[src/rtl/paper_pkg.sv]
// Shared encodings for the PaperProcessor sequencer: opcodes, FSM states, ALU selects.
package paper_pkg;

  localparam logic [2:0] OP_NOP = 3'd0;
  localparam logic [2:0] OP_LDA = 3'd1;
  localparam logic [2:0] OP_STA = 3'd2;
  localparam logic [2:0] OP_ADD = 3'd3;
  localparam logic [2:0] OP_SUB = 3'd4;
  localparam logic [2:0] OP_JMP = 3'd5;
  localparam logic [2:0] OP_JZ  = 3'd6;
  localparam logic [2:0] OP_HLT = 3'd7;

  typedef enum logic [2:0] {
    ST_FETCH  = 3'd0,
    ST_DECODE = 3'd1,
    ST_MEM    = 3'd2,
    ST_WB     = 3'd3,
    ST_EXEC   = 3'd4,
    ST_HALT   = 3'd5,
    ST_PAUSE  = 3'd6
  } state_e;

  localparam logic [1:0] ALU_PASS = 2'b00;
  localparam logic [1:0] ALU_ADD  = 2'b01;
  localparam logic [1:0] ALU_SUB  = 2'b10;

  function automatic logic [1:0] alu_for(input logic [2:0] op);
    case (op)
      OP_ADD:  return ALU_ADD;
      OP_SUB:  return ALU_SUB;
      default: return ALU_PASS;
    endcase
  endfunction

endpackage

[src/rtl/paper_retire_cnt.sv]
// Retired-instruction counter: synchronous clear, wraps at 2^CNTW.
module paper_retire_cnt #(
  parameter int CNTW = 16
) (
  input  logic            clk,
  input  logic            rst,
  input  logic            inc,
  output logic [CNTW-1:0] cnt
);

  always_ff @(posedge clk) begin
    if (rst)
      cnt <= '0;
    else if (inc)
      cnt <= cnt + CNTW'(1);
  end

endmodule

[src/rtl/paper_seq_ctrl.sv]
// Multi-cycle control FSM for the PaperProcessor accumulator datapath.
// Build option: PAPER_STEP_EN adds a step input and a PAUSE state after each retire.
module paper_seq_ctrl
  import paper_pkg::*;
#(
  parameter int OPW  = 4,
  parameter int CNTW = 16
) (
  input  logic            clk,
  input  logic            rst,
`ifdef PAPER_STEP_EN
  input  logic            step,
`endif
  input  logic [OPW-1:0]  ir_op,
  input  logic            acc_zero,
  input  logic            mem_rdy,
  output logic            pc_en,
  output logic            pc_ld,
  output logic            ir_en,
  output logic            acc_en,
  output logic            acc_sel,
  output logic [1:0]      alu_op,
  output logic            addr_sel,
  output logic            mem_rd,
  output logic            mem_wr,
  output logic            halted,
  output logic [CNTW-1:0] instr_cnt
);

`ifdef PAPER_STEP_EN
  localparam state_e RETIRE_ST = ST_PAUSE;
`else
  localparam state_e RETIRE_ST = ST_FETCH;
`endif

  state_e     state_reg, state_next;
  logic [2:0] op_q_reg;
  logic [2:0] op_dec;
  logic       halted_reg;
  logic       retire;

  // Opcodes 8 and above carry nonzero upper bits and behave as NOP.
  assign op_dec = ((ir_op >> 3) == '0) ? ir_op[2:0] : OP_NOP;

  always_comb begin
    state_next = state_reg;
    retire     = 1'b0;
    pc_en      = 1'b0;
    pc_ld      = 1'b0;
    ir_en      = 1'b0;
    acc_en     = 1'b0;
    acc_sel    = 1'b0;
    alu_op     = ALU_PASS;
    addr_sel   = 1'b0;
    mem_rd     = 1'b0;
    mem_wr     = 1'b0;
    case (state_reg)
      ST_FETCH: begin
        mem_rd = 1'b1;
        if (mem_rdy) begin
          ir_en      = 1'b1;
          pc_en      = 1'b1;
          state_next = ST_DECODE;
        end
      end
      ST_DECODE: begin
        case (op_dec)
          OP_NOP:        begin state_next = RETIRE_ST; retire = 1'b1; end
          OP_HLT:        state_next = ST_HALT;
          OP_JMP, OP_JZ: state_next = ST_EXEC;
          default:       state_next = ST_MEM;
        endcase
      end
      ST_MEM: begin
        addr_sel = 1'b1;
        mem_wr   = (op_q_reg == OP_STA);
        mem_rd   = (op_q_reg != OP_STA);
        if (mem_rdy) begin
          if (op_q_reg == OP_STA) begin
            state_next = RETIRE_ST;
            retire     = 1'b1;
          end else begin
            state_next = ST_WB;
          end
        end
      end
      ST_WB: begin
        acc_en     = 1'b1;
        acc_sel    = (op_q_reg == OP_LDA);
        alu_op     = alu_for(op_q_reg);
        state_next = RETIRE_ST;
        retire     = 1'b1;
      end
      ST_EXEC: begin
        pc_ld      = (op_q_reg == OP_JMP) || acc_zero;
        state_next = RETIRE_ST;
        retire     = 1'b1;
      end
      ST_HALT: state_next = ST_HALT;
`ifdef PAPER_STEP_EN
      ST_PAUSE: if (step) state_next = ST_FETCH;
`endif
      default: state_next = ST_FETCH;
    endcase
    // Reset silences every strobe in the same cycle, even mid memory wait.
    if (rst) begin
      retire   = 1'b0;
      pc_en    = 1'b0;
      pc_ld    = 1'b0;
      ir_en    = 1'b0;
      acc_en   = 1'b0;
      acc_sel  = 1'b0;
      alu_op   = ALU_PASS;
      addr_sel = 1'b0;
      mem_rd   = 1'b0;
      mem_wr   = 1'b0;
    end
  end

  always_ff @(posedge clk) begin
    if (rst) begin
      state_reg  <= ST_FETCH;
      op_q_reg   <= OP_NOP;
      halted_reg <= 1'b0;
    end else begin
      state_reg  <= state_next;
      halted_reg <= (state_next == ST_HALT);
      if (state_reg == ST_DECODE)
        op_q_reg <= op_dec;
    end
  end

  assign halted = halted_reg;

  paper_retire_cnt #(.CNTW(CNTW)) u_retire_cnt (
    .clk (clk),
    .rst (rst),
    .inc (retire),
    .cnt (instr_cnt)
  );

endmodule
[config.mk]
export PLATFORM = sky130hd
export DESIGN_NAME = paper_seq_ctrl
export DESIGN_NICKNAME = d
export VERILOG_FILES = /design/src/rtl/paper_pkg.sv /design/src/rtl/paper_retire_cnt.sv /design/src/rtl/paper_seq_ctrl.sv
export SDC_FILE = /design/constraint.sdc
export NUM_CORES = 1
export LEC_CHECK = 0
export ABC_AREA = 1
export BUFFER_PORTS_ARGS = -buffer_cell sky130_fd_sc_hd__buf_2
export CORE_ASPECT_RATIO = 0.9
export CORE_MARGIN = 1.5
export CORE_UTILIZATION = 45
export CTS_CLUSTER_SIZE = 14
export DETAILED_ROUTE_END_ITERATION = 6
export GPL_ROUTABILITY_DRIVEN = 0
export PLACE_DENSITY_LB_ADDON = 0.25
export SYNTH_ARGS = -nofsm -noshare
export SYNTH_HDL_FRONTEND = slang
export SYNTH_HIERARCHICAL = 1
export SYNTH_SLANG_ARGS = --single-unit
[constraint.sdc]
create_clock -name clk -period 4.5 [get_ports clk]
set_input_delay 0.225 -clock clk [delete_from_list [all_inputs] [get_ports clk]]
set_output_delay 0.225 -clock clk [all_outputs]
set_load 0.05 [all_outputs]
; Word level (Yosys, flattened, before mapping)
; Index checks and enable logic that the tools add are counted.
[word_totals]
latch_bits = 0
regBits = 23
ramBits = 0
memories = 0
in_bits = 8
output_inout_bits = 27
rom_bits = 0
word_cells = 55
[op_classes]
n_mul = 0
reduce_logical = 6
n_addsub = 1
n_shift = 0
n_bitwise = 0
n_lt_le_gt_ge = 0
eq_ne = 15
mux = 29
div = 0
[ops]
columns = operator, count
row1 = $eq 3x3->1 const B, 8
row2 = $mux 1, 18
row3 = $add 16x1->16 const B, 1
row4 = $eq 3x2->1 const B, 4
row5 = $pmux 3 s4, 1
row6 = $mux 3, 3
row7 = $pmux 3 s3, 1
row8 = $eq 3x1->1 const B, 2
row9 = $logic_not 3->1, 2
row10 = $mux 2, 3
row11 = $logic_not 4->1, 1
row12 = $pmux 2 s2, 1
row13 = $reduce_or 2->1, 2
row14 = $ne 3x2->1 const B, 1
row15 = $pmux 1 s3, 1
row16 = $pmux 1 s2, 1
row17 = $logic_or 1x1->1, 1

; Depth between registers and ports, before layout
; Gate-level depths: netlist of run 1.
[depth]
ltp_word = 7
ltp_mapped = 15
depth_no_buf = 14

; Cells and area by module
; The synthesis of run 1 kept the hierarchy.
[modules_own_cells]
columns = mod, area_each_um2, n_inst, cells_per_inst, seq_area_each_um2
row1 = paper_retire_cnt, 847.1, 1, 126, 320.3
row2 = paper_seq_ctrl, 511.7, 1, 80, 140.1

; Worst setup path before layout of run 1
; OpenSTA, ideal clock, no wires.
[synth_timing]
path_type = register -> output
start = register state_reg[2]
end = output port pc_en
path_slack_ps = 2249
arrival_ps = 2026
path_buffers = 1
stages_incl_launch_ff = 5
required_time_ps = 4275
cell_sequence = dfxtp_1 -> inv_2 -> nand3_1 -> nor3_1 -> buf_4
[synth_between]
elab_chain_len = 3
[synth_rtl]
columns = element, line
row1 = start: declaration, paper_seq_ctrl.sv:36  ; state_e state_reg, state_next;
row2 = start signal: assignment, paper_seq_ctrl.sv:126  ; state_reg <= state_next;
row3 = $logic_not 3->1, --
row4 = $mux 1 (2 in a row), --
row5 = end: declaration, paper_seq_ctrl.sv:17  ; output logic pc_en,
; Every way passes these cells.

; Worst setup path after layout of run 1
[layout_timing]
start = register state_reg[2]
end = register u_retire_cnt.cnt[13]
[layout_between]
elab_chain_len = 4
word_cells_on_any_way = 7
classes_between = 4 x eq/ne / 2 x mux / 1 x reduce/logical
[layout_rtl]
columns = element, line
row1 = $eq 3x2->1 / $eq 3x3->1 (equally long branches), paper_seq_ctrl.sv:57  ; case (state_reg)
row2 = $reduce_or 2->1 (no source line), --
row3 = $pmux 1 s3 *, paper_seq_ctrl.sv:57
row4 = $mux 1 *, paper_seq_ctrl.sv:106  ; if (rst) begin
row5 = net retire, paper_seq_ctrl.sv:40  ; logic retire;
row6 = end signal: assignment, paper_retire_cnt.sv:15  ; cnt <= cnt + CNTW'(1);
row7 = end: declaration, paper_retire_cnt.sv:8  ; output logic [CNTW-1:0] cnt
; The timed path passes the listed nets; every way through them passes the cells marked *.
; A chain may end at the register's enable or synchronous reset.

==> results of run 1 <==
==> power groups by stage <==
stage,registers (mW),clock network (mW),logic [mW]
5_1_grt,0.216,0.109,0.0666
4_1_cts,0.215,0.105,0.0591
6_report,0.215,0.0964,0.0593
3_5_place_dp,0.220,0,0.0591
3_3_place_gp,0.220,0,0.0595
2_1_floorplan,0.223,0,0.0427
==> final cells by class <==
class	count	area [um^2]	area share
flip-flops and latches	23	460.4	0.2905
repair buffers	34	170.2	0.1073
well taps	40	50.05	0.03157
multi-input cells	143	739.5	0.4665
inverters	37	138.9	0.08761
clock buffers	4	26.28	0.01657
==> worst reg2reg max path, delay by kind of cell, from the launching register on <==
family	cells	cell delay (ns)
buf+inv	2	0.29
flops	1	0.46
simple gates	11	1.18
==> through the flow <==
stage | utilization | hold slack [ns] | std cells | instance area (um^2) | setup WS (ns)
finish | 0.5631 | 0.2318 | 281 | 1585 | 2.494
global route | 0.5631 | 0.2199 | 281 | 1585 | 2.262
CTS | 0.5631 | 0.2124 | 281 | 1585 | 2.516
detailed placement | 0.5538 | 0.4747 | 277 | 1559 | 2.562
global placement | 0.5538 | 0.4696 | 277 | 1559 | 2.580
floorplan | - | 0.2941 | 206 | 1359 | 2.249
==> worst max path at each step <==
| stage | slack, ns | endpoint | cells past startpoint |
|---|---|---|---|
| final | 2.49 | u_retire_cnt/cnt[13] | 13 |
| after global routing | 2.26 | u_retire_cnt/cnt[13] | 13 |
| after CTS | 2.52 | u_retire_cnt/cnt[13] | 13 |
| after detailed placement | 2.56 | u_retire_cnt/cnt[13] | 13 |
| after global placement | 2.58 | u_retire_cnt/cnt[13] | 13 |
| after floorplan | 2.25 | pc_en | 4 |
==> metal layers <==
layer  up-vias  global-route usage
met1       554              0.2749
li1        724                   -
met4         0             0.01087
met2        34              0.2832
met5         -                   0
met3         0             0.04884
==> logic make-up after synthesis <==
kind of cell             after synthesis
adder cells (fa/ha/maj)                1
AO/OA/AOI/OAI                         27
buffers and inverters                 40
flip-flops                            23
AND/OR/NAND/NOR                      115
==> cells in the final DEF (no fill, tap or decap), drive strengths merged <==
master,count
a211oi,1
a21oi,13
buf,34
clkbuf,4
dfxtp,23
ha,1
inv,37
nand2,45
nand3,17
nand4,3
nor2,37
nor3,9
nor3b,1
nor4,3
o21ai,11
o21bai,1
o22ai,1
==> summary by stage, run 1 <==
Setup path
The arrival time at the worst endpoint is 2.22 ns. The most numerous cell type found on the critical path is nand2_1. The number of buffers and inverters on the critical path is 2. The highest net fanout along the worst path is 8. The cell family contributing the most delay on the critical path is simple AND/OR/NAND/NOR gates.

The longest individual stage delay on the worst path is 0.46 ns. For this design, the slowest cell found on the critical path is dfxtp_1. The class of the most critical setup path is flip-flop to flip-flop. Data on the critical path is required at its endpoint by 4.71 ns.

The number of cells on the worst reg-to-reg path is 13. Tracing the worst setup path back leads to its startpoint at state_reg[2]. Setup slack on the worst reg-to-reg path comes out at 2.49 ns. In this run the critical register-to-register path is launched from state_reg[2]. STA classifies the critical path startpoint as a flip-flop. The critical path goes through inv_2, nor3_1, nor2_1, nand3_1, nand2_1, inv_1, nand2_1, nor2_4, nand2_2, nor2_2, nand3_1, nand2_1, nor2_1.

In this run the critical register-to-register path is captured at u_retire_cnt/cnt[13]. The kind of end point of the critical path is a flip-flop.

Synth
The average size of a mapped cell is 6.596 um^2. The post-synthesis instance area is 1359 um^2. The fraction of synthesized area in multiplexers is 0. The number of synthesized flops with an enable pin is 0. Of all flip-flops after synthesis, the portion carrying an async set or reset was 0.

The number of nets handed over by synthesis was 215. For this run, the number of Yosys warnings is 6. By area, the combinational part of the netlist is dominated by simple AND/OR/NAND/NOR gates.

Of the total synthesized cell area, the portion taken by AND, OR, NAND and NOR gates is 0.4309. The xor-xnor portion of the synthesized cell area is 0. Yosys attributes the largest share of cell area to dfxtp_1 34%, nand2_1 10%, inv_1 8.8%.

The area fraction in compound gates after synthesis is 0.1041. In the synthesized netlist, the cells that appear most often are 38 x nand2_1, 32 x inv_1, 31 x nor2_1. For this run, the leading register cell type out of synthesis is dfxtp_1. For this run, the register share of the synthesized area comes to 0.3389. Among all cell types in the netlist, the one instantiated most often is nand2_1. After synthesis, the netlist uses 25 different library cells.

The arithmetic-cell share of the synthesized area counting full adders, half adders and majority gates is 0.009208. The biggest area contributor in the post-synthesis netlist is dfxtp_1. The gate count of the mapped netlist is 206.

The post-synthesis sequential element count is 23. The top cell type's share of synthesized area is 0.3389.

Route
The met2 wirelength from detailed routing is 1165 um. The final wirelength is 2895 um. The mean routed wirelength per cell is 10.30 um. The count of nets left with antenna violations after detail routing is 0. For this run, the detailed router's first-pass iteration total came to 4. The highest metal layer carrying signal wires in the routed design is met3. The residual DRC count is 0. Summed over all nets, wire length on met3 after detailed routing comes to 170 um. In this run, the number of DRC markers left after iteration 0 of detailed routing was 84. The total number of vias is 1312. Dividing the detail-routed via count by the number of cells gives 4.669. For this block, wires on met1 add up to 1558 um.

STA
The final setup violation count is 0. For this run, the top clock speed supported by timing is 498.5 MHz. The setup clock skew after layout is 0.004017 ns. The final count of pins violating max slew is 0.

Setup repair after global routing left no endpoint under its margin. The clock period minus worst slack is 2.006 ns. The worst pin sits at a relative slew slack of 0.7688. In the finished design, the share of the clock period the worst path needs comes to 0.4458. The setup TNS is 0 ns. The actual transition at the worst max-transition pin is 0.3442 ns. The count of endpoints failing hold in the final timing report came to 0.

Floorplan
In this run the vertical extent of the chip is 55.13 um. In this run the count of I/O pins placed on the die edge is 35. The floorplan has 18 rows. After floorplanning, the core was sized to cover 2815 um^2. From left edge to right edge, the die measures 60.92 um. The initial core utilization is 0.4827. The die covers 3359 um^2.

Worst hold path
For hold timing, the worst endpoint is u_retire_cnt/cnt[9]. The tightest min-delay check is of the primary input to flip-flop type. The beginning of the worst hold path is rst. The worst hold path depth is 2.

Clocking
The number of buffers added by the clock tree synthesis step is 3. Clock-pin slew was measured on the worst setup and hold paths at 0.12 ns. The count of hold buffers inserted by post-cts repair is 0. The total number of clock tree sinks is 23. Once the clock tree was built, the setup fixing pass inserted 0 buffers. The latest clock arrival within the worst-skew pair is 0.31 ns. The cell at the root of the clock tree is clkbuf_4. The count of H-tree levels built during CTS is 1. In this run the deepest clock path goes through 2 buffers. The clock tree from TritonCTS is built. The number of gates given a new drive strength after cts is 0.

Cells and area
Compared with the post-synthesis result, the final layout area differs by 16.67%. The fraction of final layout cells sized beyond drive strength 1 is 0.2614. The filler cells instantiated in the layout total 282. 0 antenna diodes ended up in the layout.

The register with the most flip-flops in the layout has 16 of them. The final layout contains 251 nets.

Place
The count of port buffers added during placement is 34. The detailed-placement wirelength estimate is 2279 um.

Pwr
The register share of total power is 0.580. The peak supply drop is 0.1492 mV. The fraction of power spent switching nets is 0.3014. The leakage power is 0.7387 nW.

The internal portion of the total power is 259.2 uW. The overall power consumption is 371.0 uW. Of the total power, combinational logic draws 0.160. The power density normalized to cell area is 234.0 nW/um^2.

For this design the total switching power over the nets is 111.8 uW. The power share of the clock group is 0.260.

Flow run
The max capacitance violation total is 0.

Global route
The first global-routing pass estimated 4671 um of wire. The overall overflow remaining after global route is 0. Across every metal layer, demand over resource in global routing totals 0.1859. The initial antenna violation count is 0. The number of global-route vias before repair is 1053. The largest net degree at the start of global routing is 13.

Run status
The flow ran to the end, and the final reports show no timing, DRC or antenna violations.
No activity file was read; power rests on OpenSTA's default activity.
==> run 2, diff against run 1 <==
==> constraint.sdc (replaced) <==
create_clock -name clk -period 1.9 [get_ports clk]
set_input_delay 0.095 -clock clk [delete_from_list [all_inputs] [get_ports clk]]
set_output_delay 0.095 -clock clk [all_outputs]
set_load 0.05 [all_outputs]
==> run 2 against run 1 <==
  * Power increased by 140%
  * Sequential share of layout area decreased by 0.90 points
  * Highest routed layer is now met4
  * Non-clock buffer count increased by 6
  * Via count increased by 3.6%
  * Critical endpoint is now mem_wr
==> summary by stage, run 2 (synthesis results as in run 1) <==
Run status
The flow ran to the end, and the final reports show no timing, DRC or antenna violations.

Clocking
The clock transition at the registers of the reported paths is 0.12 ns (about the same). The count of H-tree levels built during CTS is 1 (unchanged). The total number of clock tree sinks is 23 (unchanged). The count of hold buffers inserted by post-cts repair is 0 (unchanged).

The number of buffers on the longest clock path is 2 (unchanged). The cell at the root of the clock tree is clkbuf_4. The number of buffers added by the clock tree synthesis step came to 3 (unchanged). The post-CTS setup repair buffer count is 0 (unchanged). The latest clock arrival within the worst-skew pair is 0.31 ns (about the same).

The clock tree from TritonCTS is built.

Floorplan
The die span in y is 55.13 um (unchanged). The initial core utilization is 0.4827 (unchanged). The die outline width is 60.92 um (unchanged). The top-level port count was 35 (unchanged).

The core area came to 2815 um^2 (unchanged). The overall die area is 3359 um^2 (unchanged). The number of cell rows is 18 (unchanged).

Route
The count of nets left with antenna violations after detail routing came to 0 (unchanged). The total number of vias is 1359 (+3.6%). The mean routed wirelength per cell is 9.794 um (-4.9%). The average vias per placed instance came to 4.735 (+1.4%). The residual DRC count is 0 (unchanged).

The final wirelength is 2811 um (-2.9%). The detailed-routing iteration count for the pre-antenna-repair pass is 4 (unchanged). The starting DRC count in detailed routing is 95 (+13%).

Cells and area
The signed area change from the synthesized netlist to the final layout is 21.36%. The number of nets in the final layout came to 257 (+2.4%). The number of non-filler instances in the completed layout came to 287 (+2.1%). Leaving out fill and tap cells, the most frequent cell in the layout is nand2_1. The fraction of final layout cells sized beyond drive strength 1 is 0.3077 (+0.04628). The final cell area excluding filler cells was 1649 um^2 (+4.0%).

The number of antenna diodes is 0 (unchanged). The flip-flop count of the largest register, all copies and words added is 16 (unchanged). The fill cell total of the finished layout is 283 (+0.35%). In the layout the commonest cells are 38 x nand2_1, 34 x buf_2, 31 x inv_1, 31 x nor2_1, 20 x dfxtp_1.

Pwr
The overall power consumption is 895.0 uW (+140%). The fraction of power spent switching nets is 0.2981 (-0.003284). The power density normalized to cell area is 542.7 nW/um^2 (+130%). The leakage power is 0.7756 nW (+5.0%). The power share of the clock group was 0.252 (-0.008). The peak supply drop is 0.4058 mV (+170%). The combinational power share came to 0.181 (+0.021). The register share of total power is 0.567 (-0.013). The power spent charging and discharging nets is 266.8 uW (+140%). The internal portion of total power is 628.2 uW (+140%).

STA
Setup repair after global routing left no endpoint under its margin. The final count of pins violating max slew was 0 (unchanged). The setup clock skew after layout came to 0.007346 ns (+0.003329 ns). The final worst slack was 0.2279 ns (-2.266 ns). The clock period minus worst slack is 1.672 ns. The final setup violation count is 0 (unchanged).

The setup TNS is 0 ns (unchanged). The count of endpoints failing hold in the final timing report was 0 (unchanged). Static timing analysis puts the maximum clock frequency at 598.0 MHz. The fraction of the cycle the final worst path needs is 0.8801. The remaining max-slew budget at the tightest pin was 0.7730 (+0.004293). The actual transition at the worst max-transition pin is 0.3401 ns (-0.004165 ns).

Global route
The initial antenna violation count is 0 (unchanged). The number of global-route vias before repair is 1148 (+9.0%). The largest net degree at the start of global routing came to 13 (unchanged). The all-layer global routing usage is 0.1950 (+0.009046). The wire length of the first global-routing pass is 4788 um (+2.5%). The overall overflow remaining after global route is 0 (unchanged).

Setup path
The number of buffers and inverters on the critical path is 3 (+1). The critical path launch point type is a flip-flop. The required time at the endpoint of the critical path was 1.80 ns (-2.91 ns). The highest net fanout along the worst path is 5 (-3). The signal on the critical path passes through inv_2, nor3_2, buf_4, nand2_1, nor4_2, buf_2. The slowest stage of the critical path belongs to the cell dfxtp_1.

The longest individual stage delay on the worst path came to 0.39 ns (-0.07 ns). The class of the most critical setup path is flip-flop to output port. Grouping stages by cell kind, the critical path spends the most delay in buffers and inverters. The worst setup path is captured at an output port. The arrival time at the worst endpoint is 1.58 ns (-0.64 ns).

Place
The cell area reported after detailed placement is 1609 um^2 (+3.2%). The detailed-placement wirelength estimate came to 2309 um (+1.3%). The number of placed instances, taps included was 283 (+2.2%).

The count of port buffers added during placement is 34 (unchanged). The setup slack after placement is 0.08483 ns (-2.477 ns).

Worst hold path
The class of the tightest hold or removal check is primary input to flip-flop.

Flow run
The max capacitance violation total was 0 (unchanged).
==> run 2: changes by cell type in the layout (fill, tap and decap cells not counted) <==
cell     change
buf_4        +6
inv_1        -1
nor3_2       +3
dfxtp_2      +3
nor3_1       -3
dfxtp_1      -3
inv_2        +1
==> run 2: worst reg2reg max path: cells and delay by family (launching register included) <==
family	cells	cell delay (ns)
and+or+nand+nor	11	0.93
DFF	1	0.35
buffers and inverters	3	0.28
==> run 2: worst paths after layout <==
| check | from | end | slack (ns) | cells past startpoint |
|---|---|---|---|---|
| hold / removal | rst | u_retire_cnt/cnt[7] | 0.10 | 2 |
| setup reg to reg | state_reg[1] | u_retire_cnt/cnt[13] | 0.23 | 14 |
| hold reg to reg | u_retire_cnt/cnt[8] | u_retire_cnt/cnt[8] | 0.49 | 2 |
| setup / recovery | state_reg[1] | mem_wr | 0.23 | 6 |
==> run 2: power groups by stage <==
| stage | Combinational, mW | Clock, mW | Sequential, mW |
|---|---|---|---|
| after floorplan | 0.102 | 0 | 0.527 |
| after global placement | 0.161 | 0 | 0.516 |
| after detailed placement | 0.161 | 0 | 0.516 |
| after CTS | 0.161 | 0.234 | 0.505 |
| after global routing | 0.178 | 0.259 | 0.509 |
| final | 0.162 | 0.226 | 0.507 |
==> run 2: cell type report <==
type,count,area (um^2),share of cell area
multi-input combinational,143,754.5,0.4575
sequential,23,464.2,0.2815
timing repair buffer,40,215.2,0.1305
inverter,37,138.9,0.08422
tap,40,50.05,0.03035
clock buffer,4,26.28,0.01593
==> run 2: repair_timing <==
item / in CTS / in global routing
gates resized for setup: 0 / 6
setup endpoints to repair: 0 / 13
hold endpoints to repair: 0 / 0
==> run 2: stage by stage <==
stage | util | hold WS, ns
after global routing | 0.5858 | 0.1232
after CTS | 0.5809 | 0.09782
after global placement | 0.5716 | 0.4321
after floorplan | - | 0.1641
final | 0.5858 | 0.1020
after detailed placement | 0.5716 | 0.4310
==> run 2: routing by layer <==
metal  GRT usage  up-vias  wire, um
li1            -      738         -
met5           0        -         0
met2      0.3441       22      1379
met1      0.2307      597      1296
met3     0.05814        2       112
met4     0.05435        0        23
